File: src/rtl/bilstm_step_scheduler.sv
// ---------------------------------------------------------------------------
// bilstm_step_scheduler
//
// Purpose:
//   Shares one LSTM cell datapath between the forward and backward passes of
//   a bidirectional LSTM over a T_STEPS-long window. Jobs are issued
//   interleaved: F t0, B t(T-1), F t1, B t(T-2), ..., F t(T-1), B t0. Each
//   finished hidden vector is written to the concat buffer at {t, dir}. When
//   all 2*T_STEPS jobs are stored, done_store_concat pulses once.
//
// Ports:
//   clk                in   clock, rising edge
//   rst                in   asynchronous, active-high reset
//   start_bilstm       in   1-cycle pulse, begins a window (ignored when busy)
//   cell_done          in   1-cycle pulse from the cell, accepted only in WAIT
//   cell_start         out  1-cycle pulse, launch a cell job
//   cell_dir           out  0 = forward, 1 = backward (held for the whole job)
//   cell_t             out  timestep index of the current job
//   cell_first         out  with cell_start on the first job of each direction
//   store_we           out  1-cycle concat buffer write strobe
//   store_addr         out  concat address {cell_t, cell_dir}
//   done_store_concat  out  1-cycle pulse, whole window stored
//   busy               out  high in every state except IDLE
//   timeout_err        out  sticky WAIT timeout flag (BILSTM_SCHED_TIMEOUT_EN)
//
// Configuration:
//   BILSTM_SCHED_TIMEOUT_EN  when defined, WAIT is bounded to TIMEOUT cycles;
//                            on expiry timeout_err is set and the FSM aborts
//                            to IDLE without storing.
// ---------------------------------------------------------------------------
module bilstm_step_scheduler #(
    parameter int T_STEPS = 10,
    parameter int TW      = $clog2(T_STEPS),
    parameter int TIMEOUT = 1024
) (
    input  logic          clk,
    input  logic          rst,
    input  logic          start_bilstm,
    input  logic          cell_done,
    output logic          cell_start,
    output logic          cell_dir,
    output logic [TW-1:0] cell_t,
    output logic          cell_first,
    output logic          store_we,
    output logic [TW:0]   store_addr,
    output logic          done_store_concat,
    output logic          busy
`ifdef BILSTM_SCHED_TIMEOUT_EN
    ,
    output logic          timeout_err
`endif
);

    if (T_STEPS < 2 || TIMEOUT < 1) begin : g_param_check
        $error("bilstm_step_scheduler: T_STEPS must be >= 2 and TIMEOUT >= 1");
    end

    localparam int CW = $clog2(2 * T_STEPS);
    localparam logic [CW-1:0] LAST_JOB = CW'(2 * T_STEPS - 1);
    localparam logic [TW-1:0] T_LAST   = TW'(T_STEPS - 1);

    localparam logic [2:0] IDLE  = 3'd0;
    localparam logic [2:0] ISSUE = 3'd1;
    localparam logic [2:0] WAIT  = 3'd2;
    localparam logic [2:0] STORE = 3'd3;
    localparam logic [2:0] DONE  = 3'd4;

    logic [2:0]    state_q, state_d;
    logic [TW-1:0] fwd_t_q, fwd_t_d;
    logic [TW-1:0] bwd_t_q, bwd_t_d;
    logic          dir_q,   dir_d;
    logic [CW-1:0] count_q, count_d;

`ifdef BILSTM_SCHED_TIMEOUT_EN
    localparam int WCW = $clog2(TIMEOUT + 1);
    localparam logic [WCW-1:0] WAIT_LAST = WCW'(TIMEOUT - 1);

    logic [WCW-1:0] wait_cnt_q, wait_cnt_d;
    logic           timeout_err_q, timeout_err_d;
`endif

    always_comb begin
        // NOTE: every next-state signal takes its held value first, so no
        // path through the case statement can infer a latch.
        state_d = state_q;
        fwd_t_d = fwd_t_q;
        bwd_t_d = bwd_t_q;
        dir_d   = dir_q;
        count_d = count_q;
`ifdef BILSTM_SCHED_TIMEOUT_EN
        wait_cnt_d    = wait_cnt_q;
        timeout_err_d = timeout_err_q;
`endif
        case (state_q)
            IDLE: begin
                if (start_bilstm) begin
                    fwd_t_d = '0;
                    bwd_t_d = T_LAST;
                    dir_d   = 1'b0;
                    count_d = '0;
                    state_d = ISSUE;
                end
            end
            ISSUE: begin
`ifdef BILSTM_SCHED_TIMEOUT_EN
                wait_cnt_d = '0;
`endif
                state_d = WAIT;
            end
            WAIT: begin
                if (cell_done) begin
                    state_d = STORE;
                end
`ifdef BILSTM_SCHED_TIMEOUT_EN
                else if (wait_cnt_q == WAIT_LAST) begin
                    timeout_err_d = 1'b1;
                    state_d       = IDLE;
                end else begin
                    wait_cnt_d = wait_cnt_q + WCW'(1);
                end
`endif
            end
            STORE: begin
                // Each counter stops at its final timestep; the last job of a
                // direction leaves it in range instead of wrapping.
                if (!dir_q) begin
                    if (fwd_t_q != T_LAST) fwd_t_d = fwd_t_q + TW'(1);
                end else begin
                    if (bwd_t_q != '0) bwd_t_d = bwd_t_q - TW'(1);
                end
                dir_d   = ~dir_q;
                count_d = count_q + CW'(1);
                state_d = (count_q == LAST_JOB) ? DONE : ISSUE;
            end
            DONE:    state_d = IDLE;
            default: state_d = IDLE;
        endcase
    end

    always_ff @(posedge clk or posedge rst) begin
        // NOTE: sequential state is updated with non-blocking assignments so
        // every register samples the pre-edge values of the others.
        if (rst) begin
            state_q <= IDLE;
            fwd_t_q <= '0;
            bwd_t_q <= T_LAST;
            dir_q   <= 1'b0;
            count_q <= '0;
`ifdef BILSTM_SCHED_TIMEOUT_EN
            wait_cnt_q    <= '0;
            timeout_err_q <= 1'b0;
`endif
        end else begin
            state_q <= state_d;
            fwd_t_q <= fwd_t_d;
            bwd_t_q <= bwd_t_d;
            dir_q   <= dir_d;
            count_q <= count_d;
`ifdef BILSTM_SCHED_TIMEOUT_EN
            wait_cnt_q    <= wait_cnt_d;
            timeout_err_q <= timeout_err_d;
`endif
        end
    end

    // Job descriptor is only driven while a job is in flight; outside it the
    // outputs read zero so IDLE/DONE look identical to reset.
    logic job_active;
    assign job_active = (state_q == ISSUE) || (state_q == WAIT) || (state_q == STORE);

    assign cell_start        = (state_q == ISSUE);
    assign cell_first        = (state_q == ISSUE) && (count_q < CW'(2));
    assign cell_dir          = job_active & dir_q;
    assign cell_t            = job_active ? (dir_q ? bwd_t_q : fwd_t_q) : '0;
    assign store_we          = (state_q == STORE);
    assign store_addr        = {cell_t, cell_dir};
    assign done_store_concat = (state_q == DONE);
    assign busy              = (state_q != IDLE);
`ifdef BILSTM_SCHED_TIMEOUT_EN
    assign timeout_err       = timeout_err_q;
`endif

endmodule
File: config.mk
export PLATFORM = sky130hd
export DESIGN_NAME = bilstm_step_scheduler
export DESIGN_NICKNAME = d
export VERILOG_FILES = /design/src/rtl/bilstm_step_scheduler.sv
export SDC_FILE = /design/constraint.sdc
export NUM_CORES = 1
export LEC_CHECK = 0
export CAP_MARGIN = 20
export CORE_MARGIN = 2
export CORE_UTILIZATION = 50
export CTS_CLUSTER_SIZE = 12
export DETAILED_ROUTE_END_ITERATION = 8
export PLACE_DENSITY_LB_ADDON = 0.15
export SLEW_MARGIN = 20
export SYNTH_ARGS = -nofsm -noshare
export SYNTH_HDL_FRONTEND = slang
export SYNTH_SLANG_ARGS = --single-unit
File: constraint.sdc
create_clock -name clk -period 1.97 [get_ports clk]
set_input_delay 0.2955 -clock clk [delete_from_list [all_inputs] [get_ports clk]]
set_output_delay 0.2955 -clock clk [all_outputs]
set_load 0.05 [all_outputs]
Word level (Yosys, flattened, before mapping)
Cells that the tools add are included.
{"block": "totals", "in_bits": 4, "ff_bits": 17}
{"block": "op_classes", "addsub": 3, "eq_ne": 12, "bitwise": 2, "magnitude_cmp": 1, "muxes": 18, "n_reduce_logical": 11}
{"op": "4-bit two-way mux", "n": 8}
{"op": "4-bit one-hot mux with 2 select lines", "n": 2}
{"op": "3-bit one-hot mux with 4 select lines", "n": 1}
{"op": "5-bit one-hot mux with 2 select lines", "n": 1}
{"op": "3-bit two-way mux", "n": 3}
{"op": "4-bit AND reduction", "n": 2}
{"op": "3-bit by 2-bit equality test with 1-bit output, second input constant", "n": 2}
{"op": "2-bit by 1-bit inequality test with 1-bit output, second input constant", "n": 3}
{"op": "2-bit inequality test, second input constant", "n": 3}
{"op": "5-bit by 1-bit adder with 5-bit output, second input constant", "n": 1}
{"op": "5-bit equality test, second input constant", "n": 1}
{"op": "5-bit by 2-bit less-than comparator with 1-bit output, second input constant", "n": 1}
{"op": "5-bit two-way mux", "n": 1}
{"op": "4-bit by 1-bit adder with 4-bit output, second input constant", "n": 1}
{"op": "4-bit inequality test, second input constant", "n": 1}
{"op": "2-bit AND reduction", "n": 2}
{"op": "4-bit nonzero test", "n": 1}
{"op": "4-bit by 1-bit subtractor with 4-bit output, second input constant", "n": 1}
{"op": "3-bit by 1-bit equality test with 1-bit output, second input constant", "n": 1}
{"op": "3-bit equality test, second input constant", "n": 1}
{"op": "3-bit zero test", "n": 1}
{"op": "3-bit nonzero test", "n": 1}
{"op": "1-bit logical OR", "n": 2}
{"op": "1-bit one-hot mux with 2 select lines", "n": 1}
{"op": "5 further kinds", "n": 5}

Logic depth before layout (Yosys ltp)
{"block": "logic_depth", "ltp_word": 4, "ltp_mapped": 5, "ltp_nobuf": 5}

Worst setup path after synthesis
Ideal clock, no wire load.
{"block": "synth_timing", "kind": "register to output", "startpoint": "register state_q[1]", "endpoint": "output port store_addr[2]", "path_slack_ps": -363, "stages_incl_launch_ff": 6, "arrival_ps": 2038, "cell_sequence": "dfrtp_1 buf_2 nor2_1 or2_2 a21oi_1 buf_4"}
{"block": "synth_between", "elab_chain_cells": 4, "elab_cells_between_ends": 6, "classes_between": "3 x eq/ne; 1 x mux; 2 x reduce/logical"}
{"element": "start, declared", "line": "68", "source": "logic [2:0] state_q, state_d;"}
{"element": "start signal, assigned", "line": "154", "source": "state_q <= state_d;"}
{"element": "3-bit by 1-bit equality test with 1-bit output / 3-bit by 2-bit equality test with 1-bit output (equally long branches)", "line": "169", "source": "assign job_active = (state_q == ISSUE) || (state_q == WAIT) || (state_q == STORE);"}
{"element": "1-bit logical OR", "line": "169"}
{"element": "1-bit logical OR *", "line": "169"}
{"element": "4-bit two-way mux *", "line": "174", "source": "assign cell_t = job_active ? (dir_q ? bwd_t_q : fwd_t_q) : '0;"}
{"element": "end, declared", "line": "45", "source": "output logic [TW:0] store_addr,"}
Mark *: on every way between the ends. The rest lies on a longest branch, timed or not.

Worst setup path in the final report
{"block": "layout_timing", "startpoint": "register count_q[2]", "endpoint": "output port cell_first"}
{"block": "layout_between", "elab_chain_cells": 2}
{"element": "start, declared", "line": "72", "source": "logic [CW-1:0] count_q, count_d;"}
{"element": "start signal, assigned", "line": "158", "source": "count_q <= count_d;"}
{"element": "5-bit by 2-bit less-than comparator with 1-bit output", "line": "172", "source": "assign cell_first = (state_q == ISSUE) && (count_q < CW'(2));"}
{"element": "1-bit logical AND", "line": "172"}
{"element": "end, declared", "line": "43", "source": "output logic cell_first,"}
Every way passes these cells.

==> metrics.sh <==
CLOCK-ROOT-BUFFER='sky130_fd_sc_hd__clkbuf_4'
DETAILEDPLACE.WORSTSLACK_NS=0.173
CRITPATHREQUIREDTIME_NS=1.67
WORSTSETUPPATHTYPE='reg2out'
YOSYSWARNINGS=0
MAX-CLOCK-PATH-BUFFERS=2
ASYNC_RESET_FF_SHARE_PCT=100
MAXCAPVIOLATIONS=0
WORST_SLEW_PIN_TRAN_NS=0.665
YOSYS.AREA.TOP_TYPE_SHARE_PCT=34.4
CLOCK_TREE.HTREE_LEVEL_COUNT=1
FLOPS_LATCHES_SYNTH=17
PLACE_AREA_UM2=1380
FINALWORSTSETUPSLACK_NS=0.0278
TIMING.RR.END='bwd_t_q[3]'
FP.DIEAREA_UM2=2570
DPL.HPWL_UM=1810
CTS_HOLD_BUFFERS=0
STDCELL_AREA_UM2=1490
POST-ROUTE-UTIL_PCT=74.3
STARTPOINT_TYPE='flop'
ENDPOINT_KIND='output pin'
ANT_NETS=0
IOPINCOUNT=19
R2R_SLACK_NS=0.32
SLEW_HEADROOM_PCT=55.6
DOMINANTREGCELLSYNTH='sky130_fd_sc_hd__dfrtp_1'
WORST_R2R_PATH_DEPTH=5
PLACEABLECOREAREA_UM2=2000
SYNTHCELLS=116
GRT_SETUP_UNREPAIRED='true'
CLOCK_SINKS=17
YOSYS.CELL_COUNT.TOP_TYPE='sky130_fd_sc_hd__dfrtp_1'
SYNTH_AREA_LEADERS='sky130_fd_sc_hd__dfrtp_1 (34%), sky130_fd_sc_hd__mux2i_1 (7.3%), sky130_fd_sc_hd__dfstp_2 (4.8%)'
GRT_PASS1_WL_UM=4200
FINALCRITPERIODSHARE_PCT=98.6
NETS_IN_THE_SYNTHESIZED_NETLIST=124
FINALWEIGHTEDCONGESTION=0.816
GRT.TOTAL_USAGE_PCT=22.2
FIRST_GLOBAL_VIAS=891
AREA_GROWTH_SYN_TO_LAYOUT_PCT=36.5
TRITONCTS_BUFFER_COUNT=3
ANTENNA_FOUND_INITIAL=0
ANTENNADIODECOUNT=0
DRIVE_ABOVE_1_SHARE_PCT=31.3
CTS.CLK_SLEW.WORST_PATHS_NS=0.11
AVG_SYNTHESIZED_CELL_AREA_UM2=9.39
TOP_ACHIEVABLE_CLOCK_SPEED_MHz=515
MAPPEDNETLISTAREA_UM2=1090
TIMING.FINAL.MAX_SLEW_VIOLATIONS=0
NETLIST-CELL-TYPE-COUNT=40
TIMING.HOLD.WS_NS=0.382
DR.FIRST_ITER.DRC_COUNT=19
PATH_MAX_FANOUT=4
IO_BUFFERS=18
DRT-TOTAL-WL_UM=2550
NUMBER_OF_ENDPOINTS_FAILING_SETUP_AT_THE_FINAL_STAGE=0
MIN_PATH_TYPE='in2async'
INITIAL_UTILIZATION_PCT=54.4
DRC=0
SYNTH-SEQ-AREA-SHARE_PCT=39.3
DIE-WIDTH_UM=50.7
WL_PER_CELL_UM=15.8
WORST_SKEW_PAIR_LATER_PIN_LATENCY_NS=0.30
R2R_START='bwd_t_q[1]'
DR_TOTAL_VIAS=950
STATUS='completed'
POST_SYNTH_MOST_FREQUENT_CELLS='sky130_fd_sc_hd__dfrtp_1 (15), sky130_fd_sc_hd__nand2_1 (9), sky130_fd_sc_hd__nor2_1 (9)'
FIRSTDRTPASSITERS=4
DETAIL_ROUTE.VIAS_PER_CELL=5.90
FINALCLOCKSKEW_NS=0.00939
TRITONCTS='yes'
GRT_START_MAX_NET_PINS=18
PLACEMENT_ROWS=16
NUMBER_OF_SYNTHESIZED_FLOPS_WITH_AN_ENABLE_PIN=0
POST-SYNTH-TOP-AREA-CELL='sky130_fd_sc_hd__dfrtp_1'
FINAL_MIN_PERIOD_NS=1.94
FP.DIEH_UM=50.7
GRT_OVERFLOW_TOTAL=0
FINAL_HOLD_VIOL_COUNT=0
NNETSFINAL=143
WORST_EP_ARRIVAL_TIME_NS=1.65
per-layer routing:
metal	up-vias	part of all wire, %	global-route usage, %
met5	-	0	0
met1	456	43	28.9
met3	7	3.7	3.57
met2	36	51	36.2
met4	0	2.4	9.91
li1	451	-	-
kinds of logic (layout without fill, tap and decap cells):
group | count (synthesis) | after routing | synth area share [%]
multiplexers | 8 | 8 | 7.35
buffers and inverters | 17 | 35 | 9.19
XOR/XNOR | 1 | 1 | 0.804
AND/OR/NAND/NOR | 52 | 52 | 28.4
flip-flops | 17 | 17 | 39.3
adder cells (fa/ha/maj) | 4 | 4 | 4.59
AO/OA/AOI/OAI | 17 | 17 | 10.4
worst max-delay path by stage:
| stage | startpoint | end | slack, ns | cells after the start |
|---|---|---|---|---|
| after CTS | state_q[2] | cell_t[2] | -0.02 | 3 |
| after global placement | start_bilstm | count_q[4] | 0.25 | 4 |
| after global routing | count_q[2] | cell_first | -0.03 | 3 |
| after floorplan | state_q[1] | store_addr[1] | -0.26 | 5 |
| after detailed placement | start_bilstm | bwd_t_q[3] | 0.17 | 4 |
| final | count_q[2] | cell_first | 0.03 | 3 |
cell usage in the layout (no fill, tap or decap), types with 4 or more instances in the layout:
cell type / synthesis / routed
sky130_fd_sc_hd__nand2_1: 9 / 9
sky130_fd_sc_hd__inv_1: 5 / 5
sky130_fd_sc_hd__ha_1: 4 / 4
sky130_fd_sc_hd__nand3_1: 5 / 5
sky130_fd_sc_hd__buf_4: 5 / 9
sky130_fd_sc_hd__nor2_4: 0 / 4
sky130_fd_sc_hd__nor2_1: 9 / 5
sky130_fd_sc_hd__a21oi_1: 5 / 4
sky130_fd_sc_hd__mux2i_1: 8 / 8
sky130_fd_sc_hd__buf_12: 0 / 13
sky130_fd_sc_hd__dfrtp_1: 15 / 14
layout make-up:
cell class                 instances  area [um^2]
inverter                           6         22.5
multi-input combinational         82          618
timing repair buffer              25          358
clock buffer                       4         26.3
sequential                        17          429
tap                               27         33.8
fill                             135          514
metrics by stage:
stage          setup TNS [ns]  cells
4_1_cts                -0.108    157
2_1_floorplan           -1.03    116
3_5_place_dp                0    153
5_1_grt               -0.0497    161
6_report                    0    161
3_3_place_gp                0    153
flip-flops by register name (all words and copies together), names as in the netlist:
register and count:
bwd_t_q 4, fwd_t_q 4, count_q 5, state_q 3
dir_q 1
worst max-delay path, cell delays in order, from the launching register on:
cell and delay, ns:
sky130_fd_sc_hd__dfrtp_2 0.43, sky130_fd_sc_hd__or4_4 0.55, sky130_fd_sc_hd__nor3_4 0.21, sky130_fd_sc_hd__buf_12 0.16
repair_timing:
action,in CTS,in global routing
setup endpoints to repair,8,7
setup buffers,0,4
gates cloned,0,0
pin swaps,0,2
gates resized for setup,1,11
Power is left out: the tool's default activity adds up to more than one toggle a clock period on the data nets, which glitch-free logic cannot reach.
